==> src/rtl/alu_mc.sv <==
// Multi-cycle ALU: single-cycle logic/arith ops in 2 edges; iterative MUL/MULH/DIV/REM in WIDTH+2 edges.
// No queuing: start is only sampled in IDLE and ignored while busy; Alures/flags hold until the next done.
module alu_mc #(
    parameter int WIDTH = 32,
    parameter int SHW   = $clog2(WIDTH)
) (
    input  logic             clk,
    input  logic             reset,
    input  logic             start,
    input  logic             i,
    input  logic [WIDTH-1:0] SrcA,
    input  logic [WIDTH-1:0] SrcB,
    input  logic [3:0]       af,
    output logic             busy,
    output logic             done,
    output logic [WIDTH-1:0] Alures,
    output logic             Zero,
    output logic             Neg,
    output logic             ovfalu
);

    localparam logic [3:0] AF_AND  = 4'b0000;
    localparam logic [3:0] AF_OR   = 4'b0001;
    localparam logic [3:0] AF_ADD  = 4'b0010;
    localparam logic [3:0] AF_SUB  = 4'b0011;
    localparam logic [3:0] AF_XOR  = 4'b0100;
    localparam logic [3:0] AF_NOR  = 4'b0101;
    localparam logic [3:0] AF_SLT  = 4'b0110;
    localparam logic [3:0] AF_SLTU = 4'b0111;
    localparam logic [3:0] AF_SLL  = 4'b1000;
    localparam logic [3:0] AF_SRL  = 4'b1001;
    localparam logic [3:0] AF_MUL  = 4'b1010;
    localparam logic [3:0] AF_MULH = 4'b1011;
    localparam logic [3:0] AF_DIV  = 4'b1100;
    localparam logic [3:0] AF_REM  = 4'b1101;
    localparam logic [3:0] AF_SRA  = 4'b1110;

    localparam logic [SHW-1:0]   CNT_LAST = SHW'(WIDTH - 1);
    localparam logic [WIDTH-1:0] MIN_VAL  = {1'b1, {(WIDTH-1){1'b0}}};

    typedef enum logic [1:0] {S_IDLE, S_RUN, S_FIN} state_t;

    state_t           state_q;
    logic [WIDTH-1:0] a_q, b_q, hi_q, lo_q, res_q;
    logic [3:0]       af_q;
    logic             i_q, busy_q, done_q, ovf_q;
    logic [SHW-1:0]   cnt_q;

    // Operand magnitudes at issue time seed the iterative datapath.
    logic             in_multi, in_div;
    logic [WIDTH-1:0] in_a_mag, in_b_mag;
    always_comb begin
        in_multi = af inside {AF_MUL, AF_MULH, AF_DIV, AF_REM};
        in_div   = (af == AF_DIV) || (af == AF_REM);
        in_a_mag = (i && SrcA[WIDTH-1]) ? -SrcA : SrcA;
        in_b_mag = (i && SrcB[WIDTH-1]) ? -SrcB : SrcB;
    end

    logic             a_neg, b_neg;
    logic [WIDTH-1:0] a_mag, b_mag;
    assign a_neg = i_q & a_q[WIDTH-1];
    assign b_neg = i_q & b_q[WIDTH-1];
    assign a_mag = a_neg ? -a_q : a_q;
    assign b_mag = b_neg ? -b_q : b_q;

    // One iteration: MUL shifts {hi,lo} right with a conditional add of |A|;
    // DIV shifts the dividend out of lo into hi and keeps the trial subtract when it fits.
    logic [WIDTH:0]   madd, dshift, dtrial;
    logic [WIDTH-1:0] hi_d, lo_d;
    always_comb begin
        madd   = {1'b0, hi_q} + {1'b0, (lo_q[0] ? a_mag : {WIDTH{1'b0}})};
        dshift = {hi_q, lo_q[WIDTH-1]};
        dtrial = dshift - {1'b0, b_mag};
        hi_d   = madd[WIDTH:1];
        lo_d   = {madd[0], lo_q[WIDTH-1:1]};
        if ((af_q == AF_DIV) || (af_q == AF_REM)) begin
            hi_d = dtrial[WIDTH] ? dshift[WIDTH-1:0] : dtrial[WIDTH-1:0];
            lo_d = {lo_q[WIDTH-2:0], ~dtrial[WIDTH]};
        end
    end

    logic [2*WIDTH-1:0] prod, prod_s;
    logic [WIDTH-1:0]   quo, rem, sum, diff, res_d;
    logic [SHW-1:0]     sh;
    logic               ovf_d, b_zero, div_ovf;
    always_comb begin
        prod    = {hi_q, lo_q};
        prod_s  = (a_neg ^ b_neg) ? -prod : prod;
        quo     = (a_neg ^ b_neg) ? -lo_q : lo_q;
        rem     = a_neg ? -hi_q : hi_q;
        sum     = a_q + b_q;
        diff    = a_q - b_q;
        sh      = b_q[SHW-1:0];
        b_zero  = (b_q == {WIDTH{1'b0}});
        div_ovf = i_q && (a_q == MIN_VAL) && (b_q == {WIDTH{1'b1}});
        res_d   = {WIDTH{1'b0}};
        ovf_d   = 1'b0;
        case (af_q)
            AF_AND:  res_d = a_q & b_q;
            AF_OR:   res_d = a_q | b_q;
            AF_ADD: begin
                res_d = sum;
                ovf_d = (a_q[WIDTH-1] == b_q[WIDTH-1]) && (sum[WIDTH-1] != a_q[WIDTH-1]);
            end
            AF_SUB: begin
                res_d = diff;
                ovf_d = (a_q[WIDTH-1] != b_q[WIDTH-1]) && (diff[WIDTH-1] != a_q[WIDTH-1]);
            end
            AF_XOR:  res_d = a_q ^ b_q;
            AF_NOR:  res_d = ~(a_q | b_q);
            AF_SLT:  res_d = {{(WIDTH-1){1'b0}}, ($signed(a_q) < $signed(b_q))};
            AF_SLTU: res_d = {{(WIDTH-1){1'b0}}, (a_q < b_q)};
            AF_SLL:  res_d = a_q << sh;
            AF_SRL:  res_d = a_q >> sh;
            AF_SRA:  res_d = WIDTH'($signed(a_q) >>> sh);
            AF_MUL: begin
                res_d = prod_s[WIDTH-1:0];
                ovf_d = i_q ? (prod_s[2*WIDTH-1:WIDTH] != {WIDTH{prod_s[WIDTH-1]}})
                            : (prod_s[2*WIDTH-1:WIDTH] != {WIDTH{1'b0}});
            end
            AF_MULH: res_d = prod_s[2*WIDTH-1:WIDTH];
            AF_DIV: begin
                res_d = b_zero ? {WIDTH{1'b1}} : quo;
                ovf_d = b_zero || div_ovf;
            end
            AF_REM: begin
                res_d = b_zero ? a_q : rem;
                ovf_d = b_zero || div_ovf;
            end
            default: begin
                res_d = {WIDTH{1'b0}};
                ovf_d = 1'b0;
            end
        endcase
    end

    always_ff @(posedge clk) begin
        if (reset) begin
            state_q <= S_IDLE;
            a_q     <= '0;
            b_q     <= '0;
            hi_q    <= '0;
            lo_q    <= '0;
            res_q   <= '0;
            af_q    <= '0;
            i_q     <= 1'b0;
            busy_q  <= 1'b0;
            done_q  <= 1'b0;
            ovf_q   <= 1'b0;
            cnt_q   <= '0;
        end else begin
            done_q <= 1'b0;
            case (state_q)
                S_IDLE: begin
                    if (start) begin
                        a_q     <= SrcA;
                        b_q     <= SrcB;
                        af_q    <= af;
                        i_q     <= i;
                        hi_q    <= '0;
                        lo_q    <= in_div ? in_a_mag : in_b_mag;
                        cnt_q   <= '0;
                        busy_q  <= 1'b1;
                        state_q <= in_multi ? S_RUN : S_FIN;
                    end
                end
                S_RUN: begin
                    hi_q  <= hi_d;
                    lo_q  <= lo_d;
                    cnt_q <= cnt_q + 1'b1;
                    if (cnt_q == CNT_LAST) begin
                        cnt_q   <= '0;
                        state_q <= S_FIN;
                    end
                end
                S_FIN: begin
                    res_q   <= res_d;
                    ovf_q   <= ovf_d;
                    done_q  <= 1'b1;
                    busy_q  <= 1'b0;
                    state_q <= S_IDLE;
                end
                default: state_q <= S_IDLE;
            endcase
        end
    end

    assign busy   = busy_q;
    assign done   = done_q;
    assign Alures = res_q;
    assign Zero   = (res_q == {WIDTH{1'b0}});
    assign Neg    = res_q[WIDTH-1];
    assign ovfalu = ovf_q;

endmodule

==> config.mk <==
export PLATFORM = sky130hd
export DESIGN_NAME = alu_mc
export DESIGN_NICKNAME = d
export VERILOG_FILES = /design/src/rtl/alu_mc.sv
export SDC_FILE = /design/constraint.sdc
export NUM_CORES = 2
export LEC_CHECK = 0
export ABC_AREA = 1
export CAP_MARGIN = 0
export CORE_MARGIN = 2
export CORE_UTILIZATION = 35
export CTS_CLUSTER_SIZE = 10
export DETAILED_ROUTE_END_ITERATION = 6
export SLEW_MARGIN = 10
export SYNTH_ARGS = -nofsm -noshare
export SYNTH_HDL_FRONTEND = slang
export SYNTH_SLANG_ARGS = --single-unit
export TNS_END_PERCENT = 100
==> constraint.sdc <==
create_clock -name clk -period 5.8 [get_ports clk]
set_input_delay 1.16 -clock clk [delete_from_list [all_inputs] [get_ports clk]]
set_output_delay 1.16 -clock clk [all_outputs]
set_load 0.01 [all_outputs]
# ---- After elaboration in Yosys (flattened, before gate mapping)
# Index checks and enable logic that the tools add are counted.
dict set report classes {
  n_bitwise 8
  n_reduce_logical 22
  n_addsub 12
  shifts 3
  div 0
  n_eq_ne 30
  n_mux 31
  magnitude_cmp 2
  multipliers 0
}
# cell count
set op_table {}
lappend op_table {{32-bit two-way mux} 15}
lappend op_table {{32-bit one-hot mux with 15 select lines} 1}
lappend op_table {{32-bit negation} 6}
lappend op_table {{32-bit one-hot mux with 2 select lines} 2}
lappend op_table {{32-bit == test (second input constant)} 2}
lappend op_table {{32-bit zero test} 2}
lappend op_table {{32-bit less-than comparator} 2}
lappend op_table {{64-bit two-way mux} 1}
lappend op_table {{64-bit negation} 1}
lappend op_table {{4-bit == test (second input constant)} 11}
lappend op_table {{32-bit by 32-bit adder with 33-bit output} 1}
lappend op_table {{33-bit by 32-bit subtractor with 33-bit output} 1}
lappend op_table {{32-bit adder} 1}
lappend op_table {{32-bit bitwise AND} 1}
lappend op_table {{32-bit inequality test} 1}
lappend op_table {{32-bit NOT} 1}
lappend op_table {{32-bit OR} 1}
lappend op_table {{32-bit nonzero test} 1}
lappend op_table {{32-bit by 5-bit << shifter with 32-bit output} 1}
lappend op_table {{32-bit by 5-bit >> shifter with 32-bit output} 1}
lappend op_table {{32-bit by 5-bit >>> shifter with 32-bit output} 1}
lappend op_table {{32-bit subtractor} 1}
lappend op_table {{32-bit XOR} 1}
lappend op_table {{4-bit by 3-bit == test with 1-bit output (second input constant)} 4}
lappend op_table {{other kinds (27)} 48}
dict set report word_totals {
  register_bits 175
  romBits 0
  latch_bits 0
  out_inout_bits 37
  input_bits 72
  ramBits 0
  n_memories 0
}

# ---- Depth between registers and ports, before layout
dict set report logic_depth {
  word_depth 6
  depth_mapped 32
}

# ---- Worst setup path after synthesis
# OpenSTA, ideal clock, no wires.
dict set report synth_timing {
  kind {register -> register}
  startpoint {register b_q[1]}
  endpoint {register lo_q[0]}
  t_arrival_ns 4.299
  setup_slack_ns 1.384
  path_buffers 3
  t_required_ns 5.683
  stages_incl_launch_ff 29
  path_cell_list {dfxtp_1 -> clkinv_1 -> clkbuf_1 -> clkbuf_1 -> ha_1 -> nand2_1 -> nor2_2 -> nand3_2 -> nor3_4 -> nand3_1 -> nor2_1 -> nand3_1 -> nor4_2 -> nor2_1 -> a21oi_1 -> xor2_1 -> ha_1 -> nand2_1 -> nor3_1 -> and2_1 -> a221oi_1 -> nand3_1 -> nand2_2 -> inv_2 -> buf_6 -> o21ai_0 -> o21ai_0 -> nor2_1 -> nor2_1}
}
dict set report synth_via {
  elab_chain_len 6
}
# item line
set synth_lines {}
lappend synth_lines {{start: declaration} 44} ;# logic [WIDTH-1:0] a_q, b_q, hi_q, lo_q, res_q;
lappend synth_lines {{start signal: assignment} 157} ;# b_q <= SrcB;
lappend synth_lines {{32-bit negation} 64} ;# assign b_mag = b_neg ? -b_q : b_q;
lappend synth_lines {{32-bit two-way mux (*)} 64}
lappend synth_lines {{33-bit by 32-bit subtractor with 33-bit output (*)} 73} ;# dtrial = dshift - {1'b0, b_mag};
lappend synth_lines {{1-bit NOT (*)} 78} ;# lo_d = {lo_q[WIDTH-2:0], ~dtrial[WIDTH]};
lappend synth_lines {{32-bit two-way mux (*)} 76} ;# if ((af_q == AF_DIV) || (af_q == AF_REM)) begin
lappend synth_lines {{32-bit one-hot mux with 2 select lines (*)} 153} ;# case (state_q)
lappend synth_lines {{end signal: assignment} 161} ;# lo_q <= in_div ? in_a_mag : in_b_mag;
lappend synth_lines {{end signal: assignment} 169} ;# lo_q <= lo_d;
lappend synth_lines {{end: declaration} 44}
# Mark *: on every way between the ends. The rest lies on a longest branch, timed or not.
# A chain may end at the register's enable or synchronous reset.

# ---- Worst setup path after layout
dict set report layout_timing {
  startpoint {register b_q[0]}
  endpoint {register hi_q[2]}
}
dict set report layout_via {
  elab_chain_len 6
}
# item line
set layout_lines {}
lappend layout_lines {{32-bit negation} 64}
lappend layout_lines {{32-bit two-way mux (*)} 64}
lappend layout_lines {{33-bit by 32-bit subtractor with 33-bit output (*)} 73}
lappend layout_lines {{32-bit two-way mux (*)} 77} ;# hi_d = dtrial[WIDTH] ? dshift[WIDTH-1:0] : dtrial[WIDTH-1:0];
lappend layout_lines {{32-bit two-way mux (*)} 76}
lappend layout_lines {{32-bit one-hot mux with 2 select lines (*)} 153}
lappend layout_lines {{end signal: assignment} 168} ;# hi_q <= hi_d;
lappend layout_lines {{end: declaration} 44}
# Marked as above.

==> impl_metrics.yaml <==
sta:
  relSlewSlack_pct: 18.3
  setup_viol: 0
  worstMarginPinSlew_ns: 1.22
  fin_setup_tns_ns: 0
  fin_crit_sh_pct: 92.9
  hold_viol: 0
  rsz0062_at_grt: "false"
  skew_ns: 0.0275
  fin_crit_ns: 5.39
  slew_viol_final: 0
  fmax_mhz: 186
setup_path:
  endpoint_kind: "register"
  crit_slowest_cell: "buf_4"
  start_kind: "register"
  critPathKind: "register to register"
  crit_required_ns: 6.24
  cp_common_cell: "nand2_1"
  crit_arrival_ns: 5.83
  worst-path-buf-inv: 4
  max_stage_delay_ns: 0.44
  crit_fanout: 44
  crit_family: "simple AND/OR/NAND/NOR gates"
global_routing:
  grt_max_degree: 80
  grt_busiest_layer: "met2"
  grt_overflow: 0
  grt_antenna_before_repair: 7
  use_met1_pct: 58.3
  use_met2_pct: 64.9
  grt_pass1_vias: 33100
  use_met3_pct: 9.46
  grt_usage_pct: 44.0
  grt_first_pass_wirelength_um: 256000
floorplanning:
  io_pins: 109
  initial_core_util_pct: 35.5
  die_h_um: 285
  row_count: 102
  fp.dieArea_sq_um: 81100
  core_area_sq_um: 77700
  die_w_um: 285
logic_synthesis:
  yosysUniqueCellTypes: 72
  synth_top_family_by_area: "simple AND/OR/NAND/NOR gates"
  synth_edf_count: 0
  synthCells: 4972
  synth_compound_area_share_pct: 28.5
  synth_top_area_share_pct: 17.1
  ys.flop_type: "dfxtp_1"
  synth_area_per_cell_sq_um: 5.55
  ys_seq_elements: 175
  synthArstFlopShare_pct: 0
  ys_warn_count: 0
  synth_area_leaders: "nand2_1 17%, dfxtp_1 13%, o21ai_0 10%, a21oi_1 9.4%, ha_1 7.7%"
  synth_fa_ha_area_share_pct: 8.00
  yosysSeqAreaShare_pct: 12.7
  synth_xor_area_share_pct: 4.50
  synth_area_sq_um: 27600
  synth_nets: 5218
  synthMuxAreaShare_pct: 0.254
  yosys.area.top_type: "nand2_1"
  yosys.area_share.simple_pct: 35.5
drt:
  ant_nets: 0
  first_pass_iters: 6
  vias: 36800
  drc: 0
  vias_per_cell: 6.11
  drt_iter0_drc: 5745
  wl_per_cell_um: 30.6
  drt-total-wl_um: 185000
finish:
  synthToLayoutAreaGrowth_pct: 10.3
  nNetsFinal: 5212
  layout.cells.non_filler: 6024
  num-fill-cells: 8837
  drive_gt1_share_pct: 5.14
place:
  routabilityCongestion: 1.11
  numPortBuffers: 108
  placed_cells: 5986
  place_hpwl_um: 149000
clocking:
  numCtsBuffers: 17
  cts.sinks: 175
  cts_buffer_depth: 2
  cts_setup_buffers: 0
  cts_tree: "yes"
  htreeDepth: 4
  clkTransAtPathRegs_ns: 0.09
  root_buffer: "clkbuf_16"
  cts_hold_buffers: 0
  clkLatencyLatePin_ns: 0.54
  post_cts_resized: 0
pwr:
  p_leak_uw: 0.0134
  powerDensity_nw_per_um2: 219
  ir_worst_vdd_uv: 236
  power_uw: 6680
job:
  maxCapViolCount: 0
min_path:
  min_path_type: "register to register"
outcome:
  status: "finished clean"
## Yosys cell counts (38+ instances only)
library cell and count:
buf_2 44, nor2_1 543, nand4_1 56, nor3_1 77, inv_1 468, ha_1 170, o211ai_1 77, clkbuf_1 161
dfxtp_1 175, a21oi_1 517, a31oi_1 38, nand3_1 294, o21ai_0 549, xor2_1 112, nand2_1 1257
## cells in the final DEF (no fill, tap or decap), types with 10 or more instances in the layout
master,synthesis,layout
a211oi_1,26,26
a21o_1,17,17
a21oi_1,517,517
a221oi_1,11,11
a31oi_1,38,38
buf_4,5,109
clkbuf_16,0,17
clkdlybuf4s50_1,0,107
dfxtp_1,175,172
ha_1,170,170
inv_1,468,467
inv_2,11,14
nand2_1,1257,1256
nand2_2,10,10
nand3_1,294,294
nand4_1,56,56
nor2_1,543,533
nor2_2,10,16
nor3_1,77,77
nor3_2,12,12
nor4_1,30,30
o2111ai_1,16,16
o211ai_1,77,77
o211ai_2,10,10
o21a_1,19,19
o21ai_0,549,548
o21ai_1,31,32
o21bai_1,14,14
o22ai_1,33,33
or2_2,10,10
xnor2_1,26,26
xor2_1,112,112
## stage by stage
stage	util [%]	area, sq um	worst slack [ns]	hold WS (ns)
detailed placement	38.3	29800	0.602	0.459
finish	39.2	30400	0.414	0.466
global route	39.1	30400	0.0257	0.500
floorplan	-	27600	1.38	0.445
CTS	39.1	30400	0.550	0.471
global placement	38.3	29800	0.704	0.455
## cells by family (layout without fill, tap and decap cells)
kind of cell | count (synthesis) | count (layout)
and+or+nand+nor | 2336 | 2336
muxes | 7 | 7
AOI/OAI and AO/OA | 1407 | 1407
xor gates and xnor gates | 140 | 140
other | 0 | 5
DFF | 175 | 175
adders and majority gates | 174 | 174
buffers and inverters | 733 | 740
## area by class of cell
class | count | area, sq um | area share, %
diodes | 5 | 12.5 | 0.0411
flip-flops and latches | 175 | 3510 | 11.5
inverters | 491 | 1860 | 6.11
multi-input cells | 4064 | 21200 | 69.8
clock inverters | 14 | 188 | 0.617
well taps | 1040 | 1300 | 4.27
repair buffers | 217 | 1890 | 6.22
clock buffers | 18 | 439 | 1.44
## routing by layer
metal,up-vias,wire length (um)
met1,17400,76200
met4,8,13200
met5,-,46
met3,399,18300
li1,16700,-
met2,2296,76800
## worst register-to-register path: cells and delay by family, from the launching register on
kind / cells / cell delay (ns)
compound gates: 5 / 1.01
xor+xnor: 1 / 0.29
fa+ha+maj: 1 / 0.35
buf+inv: 4 / 0.97
flops: 1 / 0.33
simple gates: 15 / 2.40
## final timing paths
path / start / cells past startpoint / to / slack [ns]
worst min-delay path: busy / 2 / busy / 0.47
worst max register to register: b_q[0] / 26 / hi_q[2] / 0.41
worst max-delay path: b_q[0] / 26 / hi_q[2] / 0.41
worst min register to register: busy / 2 / busy / 0.47
## sequential cells by signal, summed over array words and instances, names as in the netlist
signal and count:
af_q 4, state_q 2, a_q 32, Alures 32, hi_q 32, cnt_q 5
ovfalu 1, lo_q 32, b_q 32, busy 1, i_q 1, done 1
## where the power goes
group | switching [uW] | total [uW] | internal, uW
clock | 666 | 1300 | 633
sequential | 206 | 1510 | 1300
combinational | 2880 | 3870 | 988
No activity file was read; power rests on OpenSTA's default activity.
